==> config.mk <==
export PLATFORM = sky130hd
export DESIGN_NAME = tnoc_route_selector_flat
export DESIGN_NICKNAME = d
export VERILOG_FILES = /design/src/rtl/tnoc_route_selector_pkg.sv /design/src/rtl/tnoc_flit_if.sv /design/src/rtl/tnoc_route_selector_skid_buffer.sv /design/src/rtl/tnoc_route_selector.sv /design/src/flat_wrapper.sv
export SDC_FILE = /design/constraint.sdc
export NUM_CORES = 1
export LEC_CHECK = 0
export CAP_MARGIN = 20
export CORE_MARGIN = 10
export CORE_UTILIZATION = 30
export DETAILED_ROUTE_END_ITERATION = 6
export DONT_BUFFER_PORTS = 1
export GPL_TIMING_DRIVEN = 0
export REMOVE_ABC_BUFFERS = 1
export SYNTH_ARGS = -nofsm -noshare
export SYNTH_HDL_FRONTEND = slang
export SYNTH_HIERARCHICAL = 1
export SYNTH_SLANG_ARGS = --single-unit
==> constraint.sdc <==
create_clock -name clk -period 2.5 [get_ports clk]
set_input_delay 0.625 -clock clk [delete_from_list [all_inputs] [get_ports clk]]
set_output_delay 0.625 -clock clk [all_outputs]
set_load 0.005 [all_outputs]
==> src/rtl/tnoc_route_selector_pkg.sv <==
// Shared NoC types for the route selector: configuration, flit layout, port
// indices and the XY route function.
package tnoc_route_selector_pkg;

    localparam int TNOC_ID_X_WIDTH = 2;
    localparam int TNOC_ID_Y_WIDTH = 2;
    localparam int TNOC_DATA_WIDTH = 16;
    localparam int TNOC_VIRTUAL_CHANNELS = 2;
    localparam int TNOC_PORTS = 5;

    typedef struct packed {
        int id_x_width;
        int id_y_width;
        int data_width;
        int virtual_channels;
    } tnoc_config_t;

    localparam tnoc_config_t TNOC_DEFAULT_CONFIG = '{
        id_x_width:       TNOC_ID_X_WIDTH,
        id_y_width:       TNOC_ID_Y_WIDTH,
        data_width:       TNOC_DATA_WIDTH,
        virtual_channels: TNOC_VIRTUAL_CHANNELS
    };

    typedef struct packed {
        logic                       head;
        logic                       tail;
        logic [TNOC_ID_X_WIDTH-1:0] dst_x;
        logic [TNOC_ID_Y_WIDTH-1:0] dst_y;
        logic [TNOC_DATA_WIDTH-1:0] data;
    } tnoc_flit_t;

    typedef enum logic [2:0] {
        PORT_X_PLUS  = 3'd0,
        PORT_X_MINUS = 3'd1,
        PORT_Y_PLUS  = 3'd2,
        PORT_Y_MINUS = 3'd3,
        PORT_LOCAL   = 3'd4
    } tnoc_port_e;

    // Dimension-ordered routing: resolve x first, then y, else deliver locally.
    function automatic logic [TNOC_PORTS-1:0] tnoc_route(
        input logic [TNOC_ID_X_WIDTH-1:0] dst_x,
        input logic [TNOC_ID_Y_WIDTH-1:0] dst_y,
        input logic [TNOC_ID_X_WIDTH-1:0] x,
        input logic [TNOC_ID_Y_WIDTH-1:0] y
    );
        logic [TNOC_PORTS-1:0] sel;
        sel = '0;
        if (dst_x > x) begin
            sel[PORT_X_PLUS] = 1'b1;
        end else if (dst_x < x) begin
            sel[PORT_X_MINUS] = 1'b1;
        end else if (dst_y > y) begin
            sel[PORT_Y_PLUS] = 1'b1;
        end else if (dst_y < y) begin
            sel[PORT_Y_MINUS] = 1'b1;
        end else begin
            sel[PORT_LOCAL] = 1'b1;
        end
        return sel;
    endfunction

endpackage

==> src/rtl/tnoc_flit_if.sv <==
// Per-virtual-channel flit stream with a shared flit field.
interface tnoc_flit_if #(
    parameter int CHANNELS = 2
);
    import tnoc_route_selector_pkg::*;

    // valid[c]/ready[c]: a flit on channel c transfers on a clock edge where
    // both are high; valid must not depend on ready, and at most one valid bit
    // is high per cycle because the flit field is shared.
    logic [CHANNELS-1:0] valid;
    logic [CHANNELS-1:0] ready;
    logic [CHANNELS-1:0] vc_available;
    tnoc_flit_t          flit;

    modport initiator (
        output valid,
        output flit,
        input  ready,
        input  vc_available
    );

    modport target (
        input  valid,
        input  flit,
        output ready,
        output vc_available
    );

endinterface

==> src/rtl/tnoc_route_selector_skid_buffer.sv <==
// Two-entry FIFO holding a flit and its virtual-channel index, entry 0 is head.
module tnoc_route_selector_skid_buffer
    import tnoc_route_selector_pkg::*;
#(
    parameter int CH_W = 1
) (
    input  logic            clk,
    input  logic            rst_n,
    input  logic            push,
    input  tnoc_flit_t      push_flit,
    input  logic [CH_W-1:0] push_ch,
    input  logic            pop,
    output tnoc_flit_t      head_flit,
    output logic [CH_W-1:0] head_ch,
    output logic [1:0]      count
);

    tnoc_flit_t      flit_q [2];
    logic [CH_W-1:0] ch_q   [2];
    logic [1:0]      count_q;
    logic            do_push;
    logic            do_pop;
    logic            wr_idx;

    assign do_pop  = pop && (count_q != 2'd0);
    assign do_push = push && (count_q != 2'd2);
    // The write lands behind whatever remains after this cycle's pop.
    assign wr_idx  = (count_q == 2'd1) && !do_pop;

    always_ff @(posedge clk) begin
        if (!rst_n) begin
            count_q <= 2'd0;
            for (int i = 0; i < 2; i++) begin
                flit_q[i] <= '0;
                ch_q[i]   <= '0;
            end
        end else begin
            if (do_pop) begin
                flit_q[0] <= flit_q[1];
                ch_q[0]   <= ch_q[1];
            end
            if (do_push) begin
                flit_q[wr_idx] <= push_flit;
                ch_q[wr_idx]   <= push_ch;
            end
            count_q <= count_q + 2'(do_push) - 2'(do_pop);
        end
    end

    assign head_flit = flit_q[0];
    assign head_ch   = ch_q[0];
    assign count     = count_q;

endmodule

==> src/rtl/tnoc_route_selector.sv <==
// Router input stage: skid-buffers flits and attaches a per-VC locked XY route.
// Build option: TNOC_ROUTE_SELECTOR_ERROR_CHECK_EN drops out-of-order flits.
module tnoc_route_selector
    import tnoc_route_selector_pkg::*;
#(
    parameter tnoc_config_t               CONFIG   = TNOC_DEFAULT_CONFIG,
    parameter int                         CHANNELS = CONFIG.virtual_channels,
    parameter logic [TNOC_ID_X_WIDTH-1:0] X        = '0,
    parameter logic [TNOC_ID_Y_WIDTH-1:0] Y        = '0
) (
    input  logic                  clk,
    input  logic                  rst_n,
    tnoc_flit_if.target           flit_in_if,
    tnoc_flit_if.initiator        flit_out_if,
    output logic [TNOC_PORTS-1:0] o_select,
    output logic                  o_protocol_error
);

    localparam int CH_W = (CHANNELS > 1) ? $clog2(CHANNELS) : 1;

    logic [1:0]            count;
    logic                  buf_valid;
    tnoc_flit_t            head_flit;
    logic [CH_W-1:0]       head_ch;
    logic                  push;
    logic [CH_W-1:0]       push_ch;
    logic                  pop;
    logic                  drop;
    logic                  fwd_pop;
    logic                  head_locked;
    logic [TNOC_PORTS-1:0] head_route;
    logic [CHANNELS-1:0]   lock_q;
    logic [TNOC_PORTS-1:0] sel_q [CHANNELS];

    assign flit_in_if.ready        = {CHANNELS{count != 2'd2}};
    assign flit_in_if.vc_available = flit_out_if.vc_available;
    assign push                    = |(flit_in_if.valid & flit_in_if.ready);

    always_comb begin
        push_ch = '0;
        for (int c = 0; c < CHANNELS; c++) begin
            if (flit_in_if.valid[c]) begin
                push_ch = CH_W'(c);
            end
        end
    end

    tnoc_route_selector_skid_buffer #(
        .CH_W (CH_W)
    ) u_skid_buffer (
        .clk       (clk),
        .rst_n     (rst_n),
        .push      (push),
        .push_flit (flit_in_if.flit),
        .push_ch   (push_ch),
        .pop       (pop),
        .head_flit (head_flit),
        .head_ch   (head_ch),
        .count     (count)
    );

    assign buf_valid   = (count != 2'd0);
    assign head_locked = lock_q[head_ch];
    assign head_route  = tnoc_route(head_flit.dst_x, head_flit.dst_y, X, Y);

`ifdef TNOC_ROUTE_SELECTOR_ERROR_CHECK_EN
    // A non-head flit with no open packet on its channel has no route to follow.
    assign drop = buf_valid && !head_flit.head && !head_locked;
`else
    assign drop = 1'b0;
`endif

    assign o_protocol_error = drop;
    assign flit_out_if.flit = head_flit;

    always_comb begin
        flit_out_if.valid = '0;
        if (buf_valid && !drop) begin
            flit_out_if.valid[head_ch] = 1'b1;
        end
    end

    assign pop      = buf_valid && (drop || flit_out_if.ready[head_ch]);
    assign fwd_pop  = pop && !drop;
    assign o_select = buf_valid ? (head_locked ? sel_q[head_ch] : head_route) : '0;

    // A head arriving on an already-locked channel keeps the existing route.
    always_ff @(posedge clk) begin
        if (!rst_n) begin
            lock_q <= '0;
            for (int c = 0; c < CHANNELS; c++) begin
                sel_q[c] <= '0;
            end
        end else if (fwd_pop) begin
            if (head_flit.tail) begin
                lock_q[head_ch] <= 1'b0;
            end else if (head_flit.head && !head_locked) begin
                lock_q[head_ch] <= 1'b1;
                sel_q[head_ch]  <= head_route;
            end
        end
    end

endmodule

==> src/flat_wrapper.sv <==
// flat-port wrapper written by rule: the top's interface ports become plain ports
module tnoc_route_selector_flat import tnoc_route_selector_pkg::*;
#(
    parameter tnoc_config_t               CONFIG   = TNOC_DEFAULT_CONFIG,
    parameter int                         CHANNELS = CONFIG.virtual_channels,
    parameter logic [TNOC_ID_X_WIDTH-1:0] X        = '0,
    parameter logic [TNOC_ID_Y_WIDTH-1:0] Y        = '0
)
  (clk, rst_n, o_select, o_protocol_error, flit_in_if_valid, flit_in_if_flit, flit_in_if_ready, flit_in_if_vc_available, flit_out_if_valid, flit_out_if_flit, flit_out_if_ready, flit_out_if_vc_available);
  tnoc_flit_if #(.CHANNELS(CHANNELS)) flit_in_if_i ();
  tnoc_flit_if #(.CHANNELS(CHANNELS)) flit_out_if_i ();
  input  logic clk;
  input  logic rst_n;
  output logic [TNOC_PORTS-1:0] o_select;
  output logic o_protocol_error;
  input wire logic [$bits(flit_in_if_i.valid)-1:0] flit_in_if_valid;
  input wire logic [$bits(flit_in_if_i.flit)-1:0] flit_in_if_flit;
  output wire logic [$bits(flit_in_if_i.ready)-1:0] flit_in_if_ready;
  output wire logic [$bits(flit_in_if_i.vc_available)-1:0] flit_in_if_vc_available;
  output wire logic [$bits(flit_out_if_i.valid)-1:0] flit_out_if_valid;
  output wire logic [$bits(flit_out_if_i.flit)-1:0] flit_out_if_flit;
  input wire logic [$bits(flit_out_if_i.ready)-1:0] flit_out_if_ready;
  input wire logic [$bits(flit_out_if_i.vc_available)-1:0] flit_out_if_vc_available;
  assign flit_in_if_i.valid = flit_in_if_valid;
  assign flit_in_if_i.flit = flit_in_if_flit;
  assign flit_in_if_ready = flit_in_if_i.ready;
  assign flit_in_if_vc_available = flit_in_if_i.vc_available;
  assign flit_out_if_valid = flit_out_if_i.valid;
  assign flit_out_if_flit = flit_out_if_i.flit;
  assign flit_out_if_i.ready = flit_out_if_ready;
  assign flit_out_if_i.vc_available = flit_out_if_vc_available;
  tnoc_route_selector #(.CONFIG(CONFIG), .CHANNELS(CHANNELS), .X(X), .Y(Y)) u_core (.clk(clk), .rst_n(rst_n), .flit_in_if(flit_in_if_i), .flit_out_if(flit_out_if_i), .o_select(o_select), .o_protocol_error(o_protocol_error));
endmodule
==> out/results.txt <==
Worst Skew: 0.006571 ns
fraction of layout instances using a drive strength above 1: 0.1475
area of the placeable core: 0.008299 mm2
pin count of the biggest net entering global routing: 25
critical-path cell with the highest stage delay: dfxtp_2
fraction of power spent switching nets: 0.3261
most common library cell in the layout ignoring fill and taps: edfxtp_1
Post-CTS Hold Fix Bufs: 0
Reg2Reg Depth: 5
worst endpoint data arrival time: 2.36 ns
internal power consumption: 1.770 mW
fin area: 0.002739 mm2
unrepaired setup endpoints after global routing: false
critical path data required time: 2.51 ns
placed cells: 277
via/cell ratio: 4.958
Routed WL: 5466 um
worst max-slew margin expressed relative to the limit: 0.3708
Crit path largest cell delay: 0.53 ns
cell area after synthesis: 0.002586 mm2
layout net count: 214
row cnt: 33
clk buf depth: 2
number of clock sinks: 56
Final Max Slew Viols: 0
maximum resistive drop on vdd: 313.8 uV
number of buffers created by CTS: 5
endpoint of the most critical register-to-register path: u_core/u_skid_buffer/flit_q[1][17]$_SDFFCE_PN0P_
Power per Cell Area: 959.0 mW/mm2
crit path launch type: flop
final cell count without fillers: 288
CTS root buf: clkbuf_8
htree depth: 2
combinational cell fraction of total power: 0.231
end of the worst hold path: u_core/u_skid_buffer/ch_q[0]$_DFF_P_
DRC viols: 0
share of the clock period used by the worst path after layout: 0.9402
Critical Setup Path Class: flop to flop
placed cell areas: 0.002597 mm2
starting density of the core: 0.3116
placer's final routability congestion estimate: 0.7786
ordered cell list for the critical path: nand2b_1 > a21oi_1 > nor3b_4 > and3_4 > nand2b_4
vias in the first global route: 1462
library cells used by synthesis: 40
clock input transition at the sequential cells of the worst setup and hold paths: 0.10 ns
post-route minimum period: 2.351 ns
MaxCap Viol Count: 0
setup slack on the worst flop-to-flop path: 0.15 ns
overall via count from detail_route: 1428
combined global-route utilization of all metal layers: 0.08194
share of total power in sequential cells: 0.577
Least-Margin Pin Slew: 0.9386 ns
CTS tree: yes
run status: finished, final reports clean
die area: 0.01274 mm2
Util after Layout: 0.3300
total power consumption of the routed design: 2.627 mW
number of antenna violations at the first check in global routing: 0
violation count after the first detailed-routing iteration: 73
post-synthesis instance total: 184
Static Leakage: 0.9371 nW
Reg-to-Reg Start: u_core/u_skid_buffer/ch_q[0]$_DFF_P_
Congestion Overflow GR: 0
wire length of the first global-routing pass: 8266 um
DIE HEIGHT: 112.9 um
Yosys warning total: 6
class of the most critical hold timing path: input port to flop
post-synthesis sequential area ratio: 0.6270
clock latency of the later-clocked register in the worst-skew pair: 0.31 ns
per-instance average area after synthesis: 14.06 um2
number of hold violations in the final report: 0
number of cells traversed by the worst hold path: 1
dpl hpwl: 3634 um
hold wc startpoint: flit_in_if_valid[1]
Die Span X: 112.9 um
buffers added on ports: 0
endpoint class of the critical path: flop
Yosys reg bits: 56
Highest Clock Rate: 425.4 MHz
Clock power frac: 0.192
Area Overhead vs Synth: 5.902%
antenna diode count: 0
residual antenna-violating net count after detailed routing: 0
maximum fanout encountered on the critical timing path: 25
setup violation total in the final timing report: 0
wire length per cell: 18.98 um
Hold WS: 0.4352 ns
highest-count cells in the layout ignoring fill and taps: edfxtp_1, and2_1, a22o_1
Boundary Pins: 64
count of TritonRoute iterations in the first routing pass: 4
reported net switching power: 0.8565 mW
==> worst max-delay path by stage <==
stage / from / endpoint / slack [ns] / depth (start not counted)
after global placement: u_core/u_skid_buffer/ch_q[0]$_DFF_P_ / u_core/u_skid_buffer/flit_q[1][7]$_SDFFCE_PN0P_ / -0.94 / 5
after CTS: u_core/u_skid_buffer/ch_q[0]$_DFF_P_ / u_core/u_skid_buffer/flit_q[1][17]$_SDFFCE_PN0P_ / 0.003 / 5
final: u_core/u_skid_buffer/ch_q[0]$_DFF_P_ / u_core/u_skid_buffer/flit_q[1][17]$_SDFFCE_PN0P_ / 0.15 / 5
after detailed placement: u_core/u_skid_buffer/ch_q[0]$_DFF_P_ / u_core/u_skid_buffer/flit_q[1][7]$_SDFFCE_PN0P_ / -1.01 / 5
after global routing: u_core/u_skid_buffer/ch_q[0]$_DFF_P_ / u_core/u_skid_buffer/flit_q[1][18]$_SDFFCE_PN0P_ / 0.006 / 5
after floorplan: u_core/u_skid_buffer/ch_q[0]$_DFF_P_ / u_core/u_skid_buffer/flit_q[1][0]$_SDFFCE_PN0P_ / -0.18 / 5
==> per-stage QoR <==
stage,setup WS [ns],setup TNS [ns]
4_1_cts,0.003197,0
6_report,0.1495,0
2_1_floorplan,-0.1806,-7.769
5_1_grt,0.005550,0
3_3_place_gp,-0.9385,-39.73
3_5_place_dp,-1.011,-43.08
==> power groups by stage <==
stage | logic, mW | clock network (mW) | registers (mW)
floorplan | 0.455 | 0 | 1.46
global route | 0.677 | 0.558 | 1.56
CTS | 0.615 | 0.524 | 1.53
global placement | 0.558 | 0 | 1.55
detailed placement | 0.573 | 0 | 1.55
finish | 0.606 | 0.505 | 1.52
==> synthesized netlist by cell type, drive strengths merged <==
master / n / area (um2)
nor2: 6 / 22.52
nor3b: 1 / 18.77
nor3: 5 / 41.29
xnor2: 2 / 17.52
and2b: 1 / 10.01
nand2: 5 / 21.27
a32oi: 2 / 17.52
o31ai: 1 / 7.510
nor4: 2 / 25.02
ha: 2 / 25.02
nand4: 1 / 6.260
mux2i: 3 / 42.54
nand3: 3 / 20.02
conb: 1 / 3.750
edfxtp: 50 / 1501
dfxtp: 6 / 120.1
a22o: 22 / 192.7
or3b: 1 / 8.760
o21ai: 5 / 25.02
a21oi: 4 / 20.02
o2bb2ai: 1 / 8.760
inv: 2 / 7.510
nor2b: 4 / 25.02
a31oi: 1 / 6.260
nand3b: 3 / 22.52
and2: 24 / 150.1
o21a: 3 / 22.52
a211oi: 2 / 20.02
buf: 14 / 127.6
nand2b: 5 / 31.28
and3: 2 / 17.52
==> area by class of cell <==
type,count,area (um2)
fill,797,5560
clock buffer,5,68.82
timing repair buffer,1,7.507
sequential,56,1623
tap,105,131.4
inverter,2,7.507
multi-input combinational,116,878.3
clock inverter,3,22.52
==> sequential cells by signal, indices dropped and copies added, names as in the netlist, named ones only <==
register and cells:
u_core/u_skid_buffer/ch_q 2, u_core/u_skid_buffer/flit_q 44, u_core/u_skid_buffer/count 2, u_core/sel_q 6
==> critical path, delay by kind of cell, from the launching register on <==
family,cells,cell delay (ns)
flops,1,0.53
simple gates,4,1.36
compound gates,1,0.16
==> routing by layer <==
layer / GRT usage / vias to the layer above / part of all wire / wire length (um)
met5: 0 / - / 0 / 0
met3: 0.05335 / 0 / 0.13 / 729
met1: 0.08864 / 691 / 0.39 / 2150
met4: 0.02200 / 0 / 0 / 0
met2: 0.1298 / 50 / 0.47 / 2586
li1: - / 687 / - / -
==> kinds of logic after synthesis <==
group	synth area share
buffers and inverters	0.05225
XOR/XNOR	0.006774
AO/OA/AOI/OAI	0.1239
multiplexers	0.01645
other	0.001450
AND/OR/NAND/NOR	0.1626
flip-flops	0.6270
adder cells (fa/ha/maj)	0.009674
==> repair_timing <==
item | CTS | global route
pin swaps | 1 | 1
endpoints found under the setup margin | 90 | 22
gates cloned | 1 | 1
setup buffers | 1 | 0
resized for setup | 8 | 1
No activity file was read; power rests on OpenSTA's default activity.
